--- src/rtl/fetch_stage_if.sv ---
// Bundle of fetch-stage signals: hazard/redirect controls, instruction-memory
// request/response channel, and the fetched-instruction outputs.
// master = fetch_stage side, slave = surrounding core / memory side.
interface fetch_stage_if;
    logic        StallF;
    logic        PCSrcE;
    logic [31:0] PCTargetE;
    logic        IMemReq;
    logic [31:0] IMemAddr;
    logic        IMemReady;
    logic        IMemRValid;
    logic [31:0] IMemRData;
    logic        ValidF;
    logic [31:0] RD;
    logic [31:0] PCF;
    logic [31:0] PCPlus4F;

    modport master (
        input  StallF, PCSrcE, PCTargetE, IMemReady, IMemRValid, IMemRData,
        output IMemReq, IMemAddr, ValidF, RD, PCF, PCPlus4F
    );

    modport slave (
        output StallF, PCSrcE, PCTargetE, IMemReady, IMemRValid, IMemRData,
        input  IMemReq, IMemAddr, ValidF, RD, PCF, PCPlus4F
    );
endinterface

--- src/rtl/fetch_stage.sv ---
// Instruction fetch: owns the PC, issues in-order requests, queues {instr, pc}.
// Latency: response enqueued one cycle after IMemRValid, visible on RD next cycle.
// Backpressure: StallF holds the head; requests stop when outstanding+buffered hits QDEPTH.
// Ports: CLK, RST (async active-low), bus (fetch_stage_if.master): StallF/PCSrcE/PCTargetE
// controls, IMemReq/IMemAddr/IMemReady request, IMemRValid/IMemRData response,
// ValidF/RD/PCF/PCPlus4F head-of-queue outputs.
module fetch_stage #(
    parameter logic [31:0] RESET_PC = 32'h0000_0000,
    parameter int          QDEPTH   = 4
) (
    input  logic          CLK,
    input  logic          RST,
    fetch_stage_if.master bus
);
    localparam int AW = $clog2(QDEPTH);
    localparam int CW = AW + 1;
    localparam logic [CW:0] W_QDEPTH = (CW+1)'(QDEPTH);
    localparam logic [31:0] NOP = 32'h0000_0013;

    typedef enum logic {RUN, DRAIN} state_t;

    state_t        r_state;
    state_t        w_state_nxt;
    logic [31:0]   r_req_pc;
    logic [31:0]   r_resp_pc;   // PC of the next response that will be kept
    logic [31:0]   r_q_instr [QDEPTH];
    logic [31:0]   r_q_pc    [QDEPTH];
    logic [AW-1:0] r_wr_ptr;
    logic [AW-1:0] r_rd_ptr;
    logic [CW-1:0] r_occ;
    logic [CW-1:0] r_out;
    logic [CW-1:0] r_drop;
    logic [CW-1:0] w_drop_nxt;

    logic          w_valid;
    logic          w_deq;
    logic          w_req;
    logic          w_acc;
    logic          w_resp;
    logic          w_enq;
    logic [CW:0]   w_used;
    logic [31:0]   w_target;
    logic          w_unused_tgt;

    assign w_target     = {bus.PCTargetE[31:2], 2'b00};
    assign w_unused_tgt = ^bus.PCTargetE[1:0];

    assign w_valid = (r_occ != '0);
    assign w_deq   = w_valid & ~bus.StallF & ~bus.PCSrcE;
    // Credit: entries already owed to the queue, minus the slot freed this cycle.
    assign w_used  = (CW+1)'(r_out) + (CW+1)'(r_occ) - (CW+1)'(w_deq);
    assign w_req   = ~bus.PCSrcE & (w_used < W_QDEPTH);
    assign w_acc   = w_req & bus.IMemReady;
    assign w_resp  = bus.IMemRValid;
    // Wrong-path responses still in flight are discarded while draining.
    assign w_enq   = w_resp & ~bus.PCSrcE & (r_state == RUN);

    always_comb begin
        w_drop_nxt  = r_drop;
        w_state_nxt = r_state;
        if (bus.PCSrcE) begin
            w_drop_nxt = r_out - CW'(w_resp);
        end else if (w_resp && (r_state == DRAIN)) begin
            w_drop_nxt = r_drop - CW'(1);
        end
        case (r_state)
            RUN:     if (w_drop_nxt != '0) w_state_nxt = DRAIN;
            DRAIN:   if (w_drop_nxt == '0) w_state_nxt = RUN;
            default: w_state_nxt = RUN;
        endcase
    end

    always_ff @(posedge CLK or negedge RST) begin
        if (!RST) begin
            r_state   <= RUN;
            r_req_pc  <= RESET_PC;
            r_resp_pc <= RESET_PC;
            r_wr_ptr  <= '0;
            r_rd_ptr  <= '0;
            r_occ     <= '0;
            r_out     <= '0;
            r_drop    <= '0;
        end else begin
            r_state <= w_state_nxt;
            r_drop  <= w_drop_nxt;
            r_out   <= r_out + CW'(w_acc) - CW'(w_resp);
            if (bus.PCSrcE) begin
                r_req_pc  <= w_target;
                r_resp_pc <= w_target;
                r_wr_ptr  <= '0;
                r_rd_ptr  <= '0;
                r_occ     <= '0;
            end else begin
                if (w_acc) r_req_pc <= r_req_pc + 32'd4;
                if (w_enq) begin
                    r_wr_ptr  <= r_wr_ptr + AW'(1);
                    r_resp_pc <= r_resp_pc + 32'd4;
                end
                if (w_deq) r_rd_ptr <= r_rd_ptr + AW'(1);
                r_occ <= r_occ + CW'(w_enq) - CW'(w_deq);
            end
        end
    end

    // Queue storage needs no reset: r_occ gates every read.
    always_ff @(posedge CLK) begin
        if (w_enq) begin
            r_q_instr[r_wr_ptr] <= bus.IMemRData;
            r_q_pc[r_wr_ptr]    <= r_resp_pc;
        end
    end

    assign bus.IMemReq  = w_req;
    assign bus.IMemAddr = r_req_pc;
    assign bus.ValidF   = w_valid;
    assign bus.RD       = w_valid ? r_q_instr[r_rd_ptr] : NOP;
    assign bus.PCF      = w_valid ? r_q_pc[r_rd_ptr] : 32'h0;
    assign bus.PCPlus4F = w_valid ? (r_q_pc[r_rd_ptr] + 32'd4) : 32'h0;
endmodule

--- src/flat_wrapper.sv ---
// flat-port wrapper written by rule: the top's interface ports become plain ports
module fetch_stage_flat 
#(
    parameter logic [31:0] RESET_PC = 32'h0000_0000,
    parameter int          QDEPTH   = 4
)
  (CLK, RST, bus_StallF, bus_PCSrcE, bus_PCTargetE, bus_IMemReady, bus_IMemRValid, bus_IMemRData, bus_IMemReq, bus_IMemAddr, bus_ValidF, bus_RD, bus_PCF, bus_PCPlus4F);
  fetch_stage_if bus_i ();
  input  logic CLK;
  input  logic RST;
  input wire logic [$bits(bus_i.StallF)-1:0] bus_StallF;
  input wire logic [$bits(bus_i.PCSrcE)-1:0] bus_PCSrcE;
  input wire logic [$bits(bus_i.PCTargetE)-1:0] bus_PCTargetE;
  input wire logic [$bits(bus_i.IMemReady)-1:0] bus_IMemReady;
  input wire logic [$bits(bus_i.IMemRValid)-1:0] bus_IMemRValid;
  input wire logic [$bits(bus_i.IMemRData)-1:0] bus_IMemRData;
  output wire logic [$bits(bus_i.IMemReq)-1:0] bus_IMemReq;
  output wire logic [$bits(bus_i.IMemAddr)-1:0] bus_IMemAddr;
  output wire logic [$bits(bus_i.ValidF)-1:0] bus_ValidF;
  output wire logic [$bits(bus_i.RD)-1:0] bus_RD;
  output wire logic [$bits(bus_i.PCF)-1:0] bus_PCF;
  output wire logic [$bits(bus_i.PCPlus4F)-1:0] bus_PCPlus4F;
  assign bus_i.StallF = bus_StallF;
  assign bus_i.PCSrcE = bus_PCSrcE;
  assign bus_i.PCTargetE = bus_PCTargetE;
  assign bus_i.IMemReady = bus_IMemReady;
  assign bus_i.IMemRValid = bus_IMemRValid;
  assign bus_i.IMemRData = bus_IMemRData;
  assign bus_IMemReq = bus_i.IMemReq;
  assign bus_IMemAddr = bus_i.IMemAddr;
  assign bus_ValidF = bus_i.ValidF;
  assign bus_RD = bus_i.RD;
  assign bus_PCF = bus_i.PCF;
  assign bus_PCPlus4F = bus_i.PCPlus4F;
  fetch_stage #(.RESET_PC(RESET_PC), .QDEPTH(QDEPTH)) u_core (.CLK(CLK), .RST(RST), .bus(bus_i));
endmodule
--- config.mk ---
export PLATFORM = sky130hd
export DESIGN_NAME = fetch_stage_flat
export DESIGN_NICKNAME = d
export VERILOG_FILES = /design/src/rtl/fetch_stage_if.sv /design/src/rtl/fetch_stage.sv /design/src/flat_wrapper.sv
export SDC_FILE = /design/constraint.sdc
export NUM_CORES = 1
export LEC_CHECK = 0
export CAP_MARGIN = 10
export CORE_UTILIZATION = 59
export CTS_BUF_LIST = sky130_fd_sc_hd__clkbuf_16
export CTS_CLUSTER_DIAMETER = 30
export DETAILED_ROUTE_END_ITERATION = 7
export PLACE_DENSITY = 0.83
export SYNTH_ARGS = -nofsm -noshare
export SYNTH_HDL_FRONTEND = slang
export SYNTH_SLANG_ARGS = --single-unit
--- constraint.sdc ---
create_clock -name CLK -period 12.1 [get_ports CLK]
set_input_delay 3.63 -clock CLK [delete_from_list [all_inputs] [get_ports CLK]]
set_output_delay 3.63 -clock CLK [all_outputs]
set_load 0.01 [all_outputs]
==> out/qor.txt, run 1 <==
Yosys warnings: 0
Layout cells sized above 1: 14.7%
Crit path DAT: 6.63 ns
RePlAce Congestion: 0.833
Hold_buf cts: 0
Worst path max stage delay: 0.70 ns
Multi-input logic area: 4910 um2
GR Layer Usage met1: 38.9%
Area of the core: 24300 um2
CTS clk-pin slew, worst paths: 0.06 ns
Min-Delay Path Depth: 0
Effective utilization at floorplan: 60.0%
CP bufs+invs: 3
Worst-Margin Slew: 1.10 ns
Total of max-cap violations: 0
Vias in the first global route: 9606
Synth area leader: edfxtp_1
Synth Register Bits: 322
Worst reg-to-reg path cell count: 12
Setup TNS: 0 ns
# IOs: 200
Crit path max fanout: 10
Die ar.: 25400 um2
Synth-to-layout area growth: 26.3%
Number of synthesized flops with an enable pin: 248
Commonest cells post-synth: edfxtp_1, dfrtp_1, nor2b_1, nor2_1, mux4_2
Fin util: 75.7%
Compound-Gate Fraction of Synth Area: 4.74%
Most Crowded Layer GR: met2
Post-synthesis cell count: 992
Via count: 9733
Post-synth ARST share: 23.0%
Crit path kind: in -> out
Final Hold Viols: 0
# Post-CTS Setup Buffers: 0
DRT antenna net count: 0
Reg2reg start: u_core.r_occ[1]
Mean Syn Cell Area: 14.7 um2
Critical Path, Cell by Cell: clkdlybuf4s50_1, nor3_1, ha_1, inv_1, ha_1, and3b_1, nor4_2, nor2_1, nor2_1, clkdlybuf4s50_1
Period utilization: 84.8%
Row cnt: 57
Slew headroom: 25.8%
R2r setup slk: 7.82 ns
Pre-Repair DR Iteration Count: 5
Hold EP: u_core.r_q_pc[2][13]
Reg area: 9300 um2
Vias per cell: 6.24
First-pass GRT wire length: 54300 um
CP Launch Type: input pin
Die H: 159 um
Root Driver: clkbuf_16
Met2 usage: 44.3%
CP required: 8.47 ns
Final HPWL from detailed placement: 20500 um
# resized after CTS: 0
Total CTS buffers: 50
Mux cell area share after synthesis: 11.2%
Outcome: completed
Fill cells: 1398
Met3 usage: 4.82%
Area share of fa/ha/maj cells after synthesis: 1.82%
Slowest-stage cell, CP: nor4_2
Total grt overflow: 0
Initial DRC count: 947
Max Clock Freq: 97.4 MHz
Distinct cell type count of the synthesized netlist: 52
Hold crit path type: reg -> reg
CP endpoint kind: output pin
Most frequent cell after synthesis: edfxtp_1
Detailed-route DRC error count: 0
Maximum vdd drop: 116 uV
PwrDens: 205 nW/um2
Finish-stage setup viols: 0
H-tree depth: 2
Per-cell routed wire length: 22.0 um
Max-slew violations: 0
Clk buf depth: 3
CTS tree: built
Largest family of logic cells by synthesized area: simple AND/OR/NAND/NOR gates
Yosys top cell area share: 51.1%
Post-synthesis sequential area ratio: 63.7%
ANT cells: 0
Die Width: 159 um
Final critical-path required period: 10.26 ns
R2r endpoint: u_core.r_out[1]
Largest net degree at the start of global routing: 96
Final Skew: 0.0170 ns
Most used DFF post-synth: edfxtp_1
Hold path start: u_core.r_resp_pc[13]
RSZ-0062 raised after global routing: no
Simple logic cell fraction of the synthesized area: 12.1%
Total global-route track usage: 27.7%
Clock Latency Late Sink: 0.55 ns
Syn Std Cell Area: 14600 um2
Synth top area cells: edfxtp_1, dfrtp_1, mux4_2
# nets final: 1284
Static Leak: 6.22 nW
Port Buffers: 191
CP top delay family: simple AND/OR/NAND/NOR gates
Initial antenna violation count: 1
Sink Count: 322
Xor and xnor area share after synthesis: 3.54%
Final wirelength: 34300 um
flip-flops by register name, summed over array words and instances (netlist names):
register	count
u_core.bus.IMemAddr	30
u_core.r_drop	3
u_core.r_occ	3
u_core.r_out	3
u_core.r_q_instr	128
u_core.r_q_pc	120
u_core.r_rd_ptr	2
u_core.r_resp_pc	30
u_core.r_state	1
u_core.r_wr_ptr	2
logic make-up (layout without fill, tap and decap cells):
family                   after synthesis  after routing
adder cells (fa/ha/maj)               20             20
flip-flops                           322            322
AND/OR/NAND/NOR                      308            308
buffers and inverters                 88            326
XOR/XNOR                              59             59
AO/OA/AOI/OAI                        115            115
other                                  1              6
multiplexers                          79             79
routing by layer:
metal / share of wire (%) / wire (um)
met1: 41 / 14000
met2: 48 / 16600
met3: 8.2 / 2830
met4: 2.7 / 921
met5: 0 / 0
stage by stage:
stage | worst slack, ns | hold WS [ns] | power (mW) | instances | cell area, um2
3_3_place_gp | 1.97 | 0.538 | 2.32 | 1466 | 16700
4_1_cts | 1.88 | 0.566 | 3.79 | 1559 | 18400
3_5_place_dp | 1.97 | 0.564 | 2.36 | 1466 | 16700
5_1_grt | 1.68 | 0.591 | 3.92 | 1559 | 18400
6_report | 1.84 | 0.571 | 3.78 | 1559 | 18400
2_1_floorplan | 2.71 | 0.495 | 1.93 | 997 | 14600
power breakdown:
| group | switching [mW] | internal, mW |
|---|---|---|
| sequential | 0.0879 | 1.26 |
| clock | 0.548 | 0.877 |
| combinational | 0.500 | 0.505 |
cell usage in the layout (no fill, tap or decap), types with 5 or more instances in the layout:
| cell type | Yosys | final |
|---|---|---|
| mux4_2 | 49 | 49 |
| dfrtp_1 | 74 | 72 |
| a21oi_1 | 41 | 41 |
| ha_1 | 18 | 18 |
| a31oi_1 | 22 | 22 |
| or3_1 | 16 | 16 |
| clkbuf_16 | 0 | 51 |
| and2_1 | 8 | 8 |
| inv_1 | 29 | 32 |
| or4_1 | 21 | 21 |
| nor2b_1 | 61 | 61 |
| buf_4 | 8 | 12 |
| inv_6 | 0 | 14 |
| clkinv_2 | 0 | 6 |
| nor3_1 | 9 | 8 |
| o31ai_1 | 18 | 18 |
| xnor2_1 | 40 | 40 |
| and3_1 | 18 | 14 |
| nand2_1 | 28 | 28 |
| nand4b_1 | 5 | 5 |
| nand3_1 | 30 | 30 |
| mux4_1 | 13 | 13 |
| conb_1 | 1 | 6 |
| o21ai_0 | 21 | 21 |
| nor4_1 | 13 | 13 |
| edfxtp_1 | 248 | 248 |
| nand4_1 | 23 | 23 |
| xor2_1 | 19 | 19 |
| nor2_1 | 55 | 55 |
| and4_1 | 5 | 5 |
| mux2_2 | 15 | 15 |
| clkdlybuf4s50_1 | 0 | 190 |
worst max-delay path by stage:
stage	startpoint	end	slack, ns	cells after the start
6_report	bus_StallF	bus_IMemReq	1.84	10
5_1_grt	bus_StallF	bus_IMemReq	1.68	10
4_1_cts	bus_StallF	bus_IMemReq	1.88	10
3_5_place_dp	bus_StallF	bus_IMemReq	1.97	10
3_3_place_gp	bus_PCSrcE	bus_IMemReq	1.97	10
2_1_floorplan	bus_PCSrcE	bus_IMemReq	2.71	10
worst reg2reg max path: cells and delay by family (launching register included):
kind,cells,cell delay (ns)
AOI/OAI and AO/OA,1,0.36
DFF,1,0.41
buffers and inverters,2,0.85
and+or+nand+nor,5,1.44
adders and majority gates,4,1.08
layout make-up:
cell class | count | area share (%)
multi-input combinational | 587 | 26.6
clock inverter | 42 | 2.27
inverter | 30 | 0.611
sequential | 322 | 50.5
tap | 324 | 2.20
clock buffer | 51 | 6.93
timing repair buffer | 203 | 10.8
Note: power is estimated with default switching activity, not from simulation.
==> run 2: changes to the inputs <==
- CORE_UTILIZATION: 59 -> 55
- PLACE_DENSITY: 0.83 -> 0.78
- clock period: 12.1 -> 10.7 ns (I/O delays scaled with it)
==> out/qor.txt, run 2 (synthesis gave the netlist of run 1 again) <==
Crit path DAT: 5.99 ns (was 6.63 ns)
Per-cell routed wire length: 21.8 um (was 22.0 um)
Seq pwr share: 34.0% (was 35.7%)
Largest net degree at the start of global routing: 96 (unchanged)
DRT antenna net count: 0 (unchanged)
# resized after CTS: 0 (unchanged)
Final wirelength: 34600 um (was 34300 um)
CP endpoint kind: output pin (unchanged)
Most frequent cells in the layout: edfxtp_1, clkdlybuf4s50_1, dfrtp_1, nor2b_1, clkbuf_16 (was edfxtp_1, clkdlybuf4s50_1, dfrtp_1, nor2b_1, nor2_1)
Slew headroom: 25.8% (about the same)
Final worst slack: 1.50 ns (was 1.84 ns)
# nets final: 1295 (was 1284)
Effective utilization at floorplan: 56.0% (was 60.0%)
Final Skew: 0.0275 ns (was 0.0170 ns)
Hold_buf cts: 0 (unchanged)
Max-slew violations: 0 (unchanged)
Max FFs per register: 128 (unchanged)
Min-Delay Path Depth: 0 (unchanged)
First-pass GRT wire length: 53200 um (was 54300 um)
# Post-CTS Setup Buffers: 0 (unchanged)
Met2 usage: 41.7% (was 44.3%)
Worst reg-to-reg path cell count: 12 (unchanged)
Finish-stage setup viols: 0 (unchanged)
Commonest non-fill, non-tap cell in the layout: edfxtp_1 (unchanged)
Via count: 9561 (was 9733)
Worst slack, placed: 1.59 ns (was 1.97 ns)
GR Layer Usage met1: 35.4% (was 38.9%)
CTS clk-pin slew, worst paths: 0.05 ns (was 0.06 ns)
Total global-route track usage: 26.0% (was 27.7%)
Clock power frac: 41.2% (was 37.7%)
Crit path max fanout: 19 (was 10)
PwrDens: 241 nW/um2 (was 205 nW/um2)
Vias in the first global route: 9491 (was 9606)
Final HPWL from detailed placement: 20700 um (was 20500 um)
RePlAce Congestion: 0.852 (was 0.833)
Total power: 4.53 mW (was 3.78 mW)
Detailed-route DRC error count: 0 (unchanged)
Hold crit path type: reg -> reg (unchanged)
Initial antenna violation count: 0 (was 1)
# IOs: 200 (unchanged)
Initial DRC count: 781 (was 947)
Clk buf depth: 3 (unchanged)
CTS tree: built (unchanged)
Die ar.: 27200 um2 (was 25400 um2)
Total of max-cap violations: 0 (unchanged)
Worst-Margin Slew: 1.10 ns (about the same)
Total grt overflow: 0 (unchanged)
CP required: 7.49 ns (was 8.47 ns)
Root Driver: clkbuf_16 (unchanged)
Outcome: completed (unchanged)
Reg area: 9300 um2 (unchanged)
H-tree depth: 2 (unchanged)
Sink Count: 322 (unchanged)
RSZ-0062 raised after global routing: no (unchanged)
Switching pwr: 1.27 mW (was 1.14 mW)
Period utilization: 85.9%
Met3 usage: 4.85% (was 4.82%)
Vias per cell: 6.02 (was 6.24)
Area of the core: 26100 um2 (was 24300 um2)
ANT cells: 0 (unchanged)
Most Crowded Layer GR: met2 (unchanged)
Regs by FF count: u_core.r_q_instr (128), u_core.r_q_pc (120) (unchanged)
Setup TNS: 0 ns (unchanged)
Final critical-path required period: 9.20 ns
Maximum vdd drop: 188 uV (was 116 uV)
Sw Share: 28.0% (was 30.1%)
Layout cells sized above 1: 14.8% (was 14.7%)
Static Leak: 6.40 nW (was 6.22 nW)
CP Launch Type: input pin (unchanged)
Die H: 165 um (was 159 um)
Total CTS buffers: 59 (was 50)
Final Hold Viols: 0 (unchanged)
Port Buffers: 191 (unchanged)
Cell Int Power: 3.26 mW (was 2.64 mW)
Multi-input logic area: 4910 um2 (about the same)
Register bank with the most flops: u_core.r_q_instr (unchanged)
Clock Latency Late Sink: 0.57 ns (was 0.55 ns)
Fin util: 72.1% (was 75.7%)
Pre-Repair DR Iteration Count: 6 (was 5)
Fill cells: 1585 (was 1398)
Max Clock Freq: 109 MHz
Final hold slack: 0.579 ns (was 0.571 ns)
Synth-to-layout area growth: 28.8% (was 26.3%)
Combinational cell fraction of total power: 24.8% (was 26.6%)
Crit path kind: in -> out (unchanged)
Die Width: 165 um (was 159 um)
Row cnt: 59 (was 57)
## run 2: stage by stage
stage,std cells,cell area [um2]
2_1_floorplan,997,14600
3_3_place_gp,1479,16800
3_5_place_dp,1479,16800
4_1_cts,1588,18800
5_1_grt,1588,18800
6_report,1588,18800
## run 2: cell type report
type | instances | share of cell area (%)
clock inverter | 50 | 2.92
multi-input combinational | 587 | 26.2
tap | 335 | 2.23
inverter | 30 | 0.599
sequential | 322 | 49.5
clock buffer | 59 | 7.86
timing repair buffer | 205 | 10.7
## run 2: per-layer routing
layer / part of all wire [%] / vias up
met5: 0 / -
met4: 2.6 / 0
met3: 7.8 / 68
met2: 48 / 476
met1: 42 / 4755
li1: - / 4262
## run 2: critical path: stages
cell and delay, ns:
clkdlybuf4s50_1 0.40, buf_4 0.21, nor3_1 0.27, ha_1 0.21
inv_1 0.07, ha_1 0.27, and3b_1 0.19, nor4_2 0.20
buf_4 0.20, nor2_1 0.06, nor2_1 0.12, clkdlybuf4s50_1 0.55
## run 2: worst paths after layout
path                            slack (ns)                      end                  from
worst max-delay path                  1.50              bus_IMemReq            bus_PCSrcE
min in group asynchronous             2.87  u_core.bus.IMemAddr[10]                   RST
worst max register to register        6.61  u_core.bus.IMemAddr[18]       u_core.r_occ[1]
worst min-delay path                  0.58     u_core.r_q_pc[3][16]  u_core.r_resp_pc[16]
max in group asynchronous             7.12       u_core.r_rd_ptr[0]                   RST
worst min register to register        0.58     u_core.r_q_pc[3][16]  u_core.r_resp_pc[16]
## run 2: power groups by stage
| stage | registers [mW] | logic [mW] | clock network (mW) |
|---|---|---|---|
| floorplan | 1.50 | 0.675 | 0 |
| global placement | 1.56 | 1.09 | 0 |
| detailed placement | 1.56 | 1.11 | 0 |
| CTS | 1.54 | 1.13 | 1.88 |
| global route | 1.55 | 1.22 | 1.94 |
| finish | 1.54 | 1.12 | 1.87 |
==> run 3: changes to the inputs <==
- CORE_UTILIZATION: 55 -> 27
- PLACE_DENSITY: 0.78 -> 0.43
==> out/qor.txt, run 3 (synthesis gave the netlist of run 1 again) <==
Per-cell routed wire length: 19.6 um (was 21.8 um)
Root Driver: clkbuf_16 (unchanged)
Die ar.: 55000 um2 (was 27200 um2)
Period utilization: 86.5% (was 85.9%)
Initial antenna violation count: 0 (unchanged)
Instance area at placement: 17200 um2 (was 16800 um2)
Maximum vdd drop: 119 uV (was 188 uV)
Layout cells sized above 1: 17.1% (was 14.8%)
Pre-Repair DR Iteration Count: 5 (was 6)
Total power: 5.23 mW (was 4.53 mW)
Area of the core: 53000 um2 (was 26100 um2)
CP Launch Type: input pin (unchanged)
Via count: 9425 (was 9561)
Clock Latency Late Sink: 0.60 ns (was 0.57 ns)
Total grt overflow: 0 (unchanged)
Fill cells: 5073 (was 1585)
Max-slew violations: 0 (unchanged)
CTS clk-pin slew, worst paths: 0.05 ns (about the same)
# resized after CTS: 0 (unchanged)
Die H: 234 um (was 165 um)
# IOs: 200 (unchanged)
H-tree depth: 3 (was 2)
Worst-Margin Slew: 1.05 ns (was 1.10 ns)
CP endpoint kind: output pin (unchanged)
Slew headroom: 29.8% (was 25.8%)
Final critical-path required period: 9.25 ns (was 9.20 ns)
Finish-stage setup viols: 0 (unchanged)
Crit path max fanout: 19 (unchanged)
# Post-CTS Setup Buffers: 0 (unchanged)
Max FFs per register: 128 (unchanged)
Total global-route track usage: 14.4% (was 26.0%)
Final HPWL from detailed placement: 24500 um (was 20700 um)
Effective utilization at floorplan: 27.5% (was 56.0%)
Synth-to-layout area growth: 37.9% (was 28.8%)
Final Hold Viols: 0 (unchanged)
Worst slack, placed: 1.45 ns (was 1.59 ns)
Die Width: 234 um (was 165 um)
Hold_buf cts: 0 (unchanged)
Crit path DAT: 6.04 ns (was 5.99 ns)
Total CTS buffers: 84 (was 59)
Clk buf depth: 3 (unchanged)
Max Clock Freq: 108 MHz (was 109 MHz)
Sink Count: 322 (unchanged)
Final Skew: 0.0226 ns (was 0.0275 ns)
Hold crit path type: reg -> reg (unchanged)
ANT cells: 0 (unchanged)
Most frequent cells in the layout: edfxtp_1, clkdlybuf4s50_1, clkbuf_16, dfrtp_1, nor2b_1 (was edfxtp_1, clkdlybuf4s50_1, dfrtp_1, nor2b_1, clkbuf_16)
Final wirelength: 39100 um (was 34600 um)
Commonest non-fill, non-tap cell in the layout: edfxtp_1 (unchanged)
Detailed-route DRC error count: 0 (unchanged)
DRT antenna net count: 0 (unchanged)
Initial DRC count: 476 (was 781)
CTS tree: built (unchanged)
Regs by FF count: u_core.r_q_instr (128), u_core.r_q_pc (120) (unchanged)
Setup TNS: 0 ns (unchanged)
Register bank with the most flops: u_core.r_q_instr (unchanged)
RSZ-0062 raised after global routing: no (unchanged)
Total of max-cap violations: 0 (unchanged)
Port Buffers: 191 (unchanged)
Post-layout instance area: 20100 um2 (was 18800 um2)
First-pass GRT wire length: 59100 um (was 53200 um)
CP required: 7.49 ns (about the same)
Crit path kind: in -> out (unchanged)
Outcome: completed (unchanged)
Largest net degree at the start of global routing: 84 (was 96)
Static Leak: 6.86 nW (was 6.40 nW)
Row cnt: 84 (was 59)
PwrDens: 260 nW/um2 (was 241 nW/um2)
Final worst slack: 1.45 ns (was 1.50 ns)
Vias in the first global route: 9795 (was 9491)
# nets final: 1321 (was 1295)
Fin util: 38.0% (was 72.1%)
RePlAce Congestion: 0.738 (was 0.852)
Vias per cell: 4.74 (was 6.02)
## run 3: cell count changes in the layout (fill, tap and decap cells not counted), sizes merged
cell | previous run | this run
inv | 47 | 50
clkbuf | 59 | 85
clkinvlp | 7 | 4
clkinv | 15 | 32
bufinv | 11 | 16
## run 3: path summary, 6_finish.rpt
path	depth (start not counted)	to	start	slack, ns
worst min register to register	0	u_core.r_q_pc[1][19]	u_core.r_resp_pc[19]	0.57
max in group asynchronous	2	u_core.r_rd_ptr[0]	RST	7.07
worst max-delay path	11	bus_IMemReq	bus_PCSrcE	1.45
worst min-delay path	0	u_core.r_q_pc[1][19]	u_core.r_resp_pc[19]	0.57
worst max register to register	12	u_core.bus.IMemAddr[18]	u_core.r_occ[2]	7.13
min in group asynchronous	1	u_core.r_resp_pc[13]	RST	2.50
## run 3: cell type report
cell class	instances	area [um2]	share of cell area, %
Clock buffer	84	2100	10.4
Clock inverter	72	805	4.00
Sequential cell	322	9300	46.2
Inverter	30	113	0.560
Timing Repair Buffer	206	2020	10.0
Multi-Input combinational cell	587	4910	24.4
Tap cell	688	861	4.28
## run 3: routing by layer
layer  routed length (um)  global-route usage [%]  up-vias
met5                    0                       0        -
met4                  749                    4.86        0
met3                 2120                    3.84       68
met2                17400                    21.6      280
met1                18800                    19.9     4722
li1                     -                       -     4355
## run 3: power breakdown
group	internal, mW	total [mW]	switching (mW)
Sequential	1.43	1.53	0.106
Combinational	0.578	1.15	0.573
Clock	1.80	2.55	0.746
## run 3: metrics by stage
step                      hold slack [ns]  cells
final                               0.575   1989
after detailed placement            0.566   1832
after global routing                0.595   1989
after global placement              0.541   1832
after floorplan                     0.495    997
after CTS                           0.570   1988
## run 3: worst max-delay path, cell delays in order
cell	delay (ns)
clkdlybuf4s50_1	0.40
buf_4	0.21
nor3_1	0.32
ha_1	0.21
inv_1	0.07
ha_1	0.27
and3b_1	0.19
o211a_1	0.39
nor2_1	0.08
nor2_1	0.13
clkdlybuf4s50_1	0.56
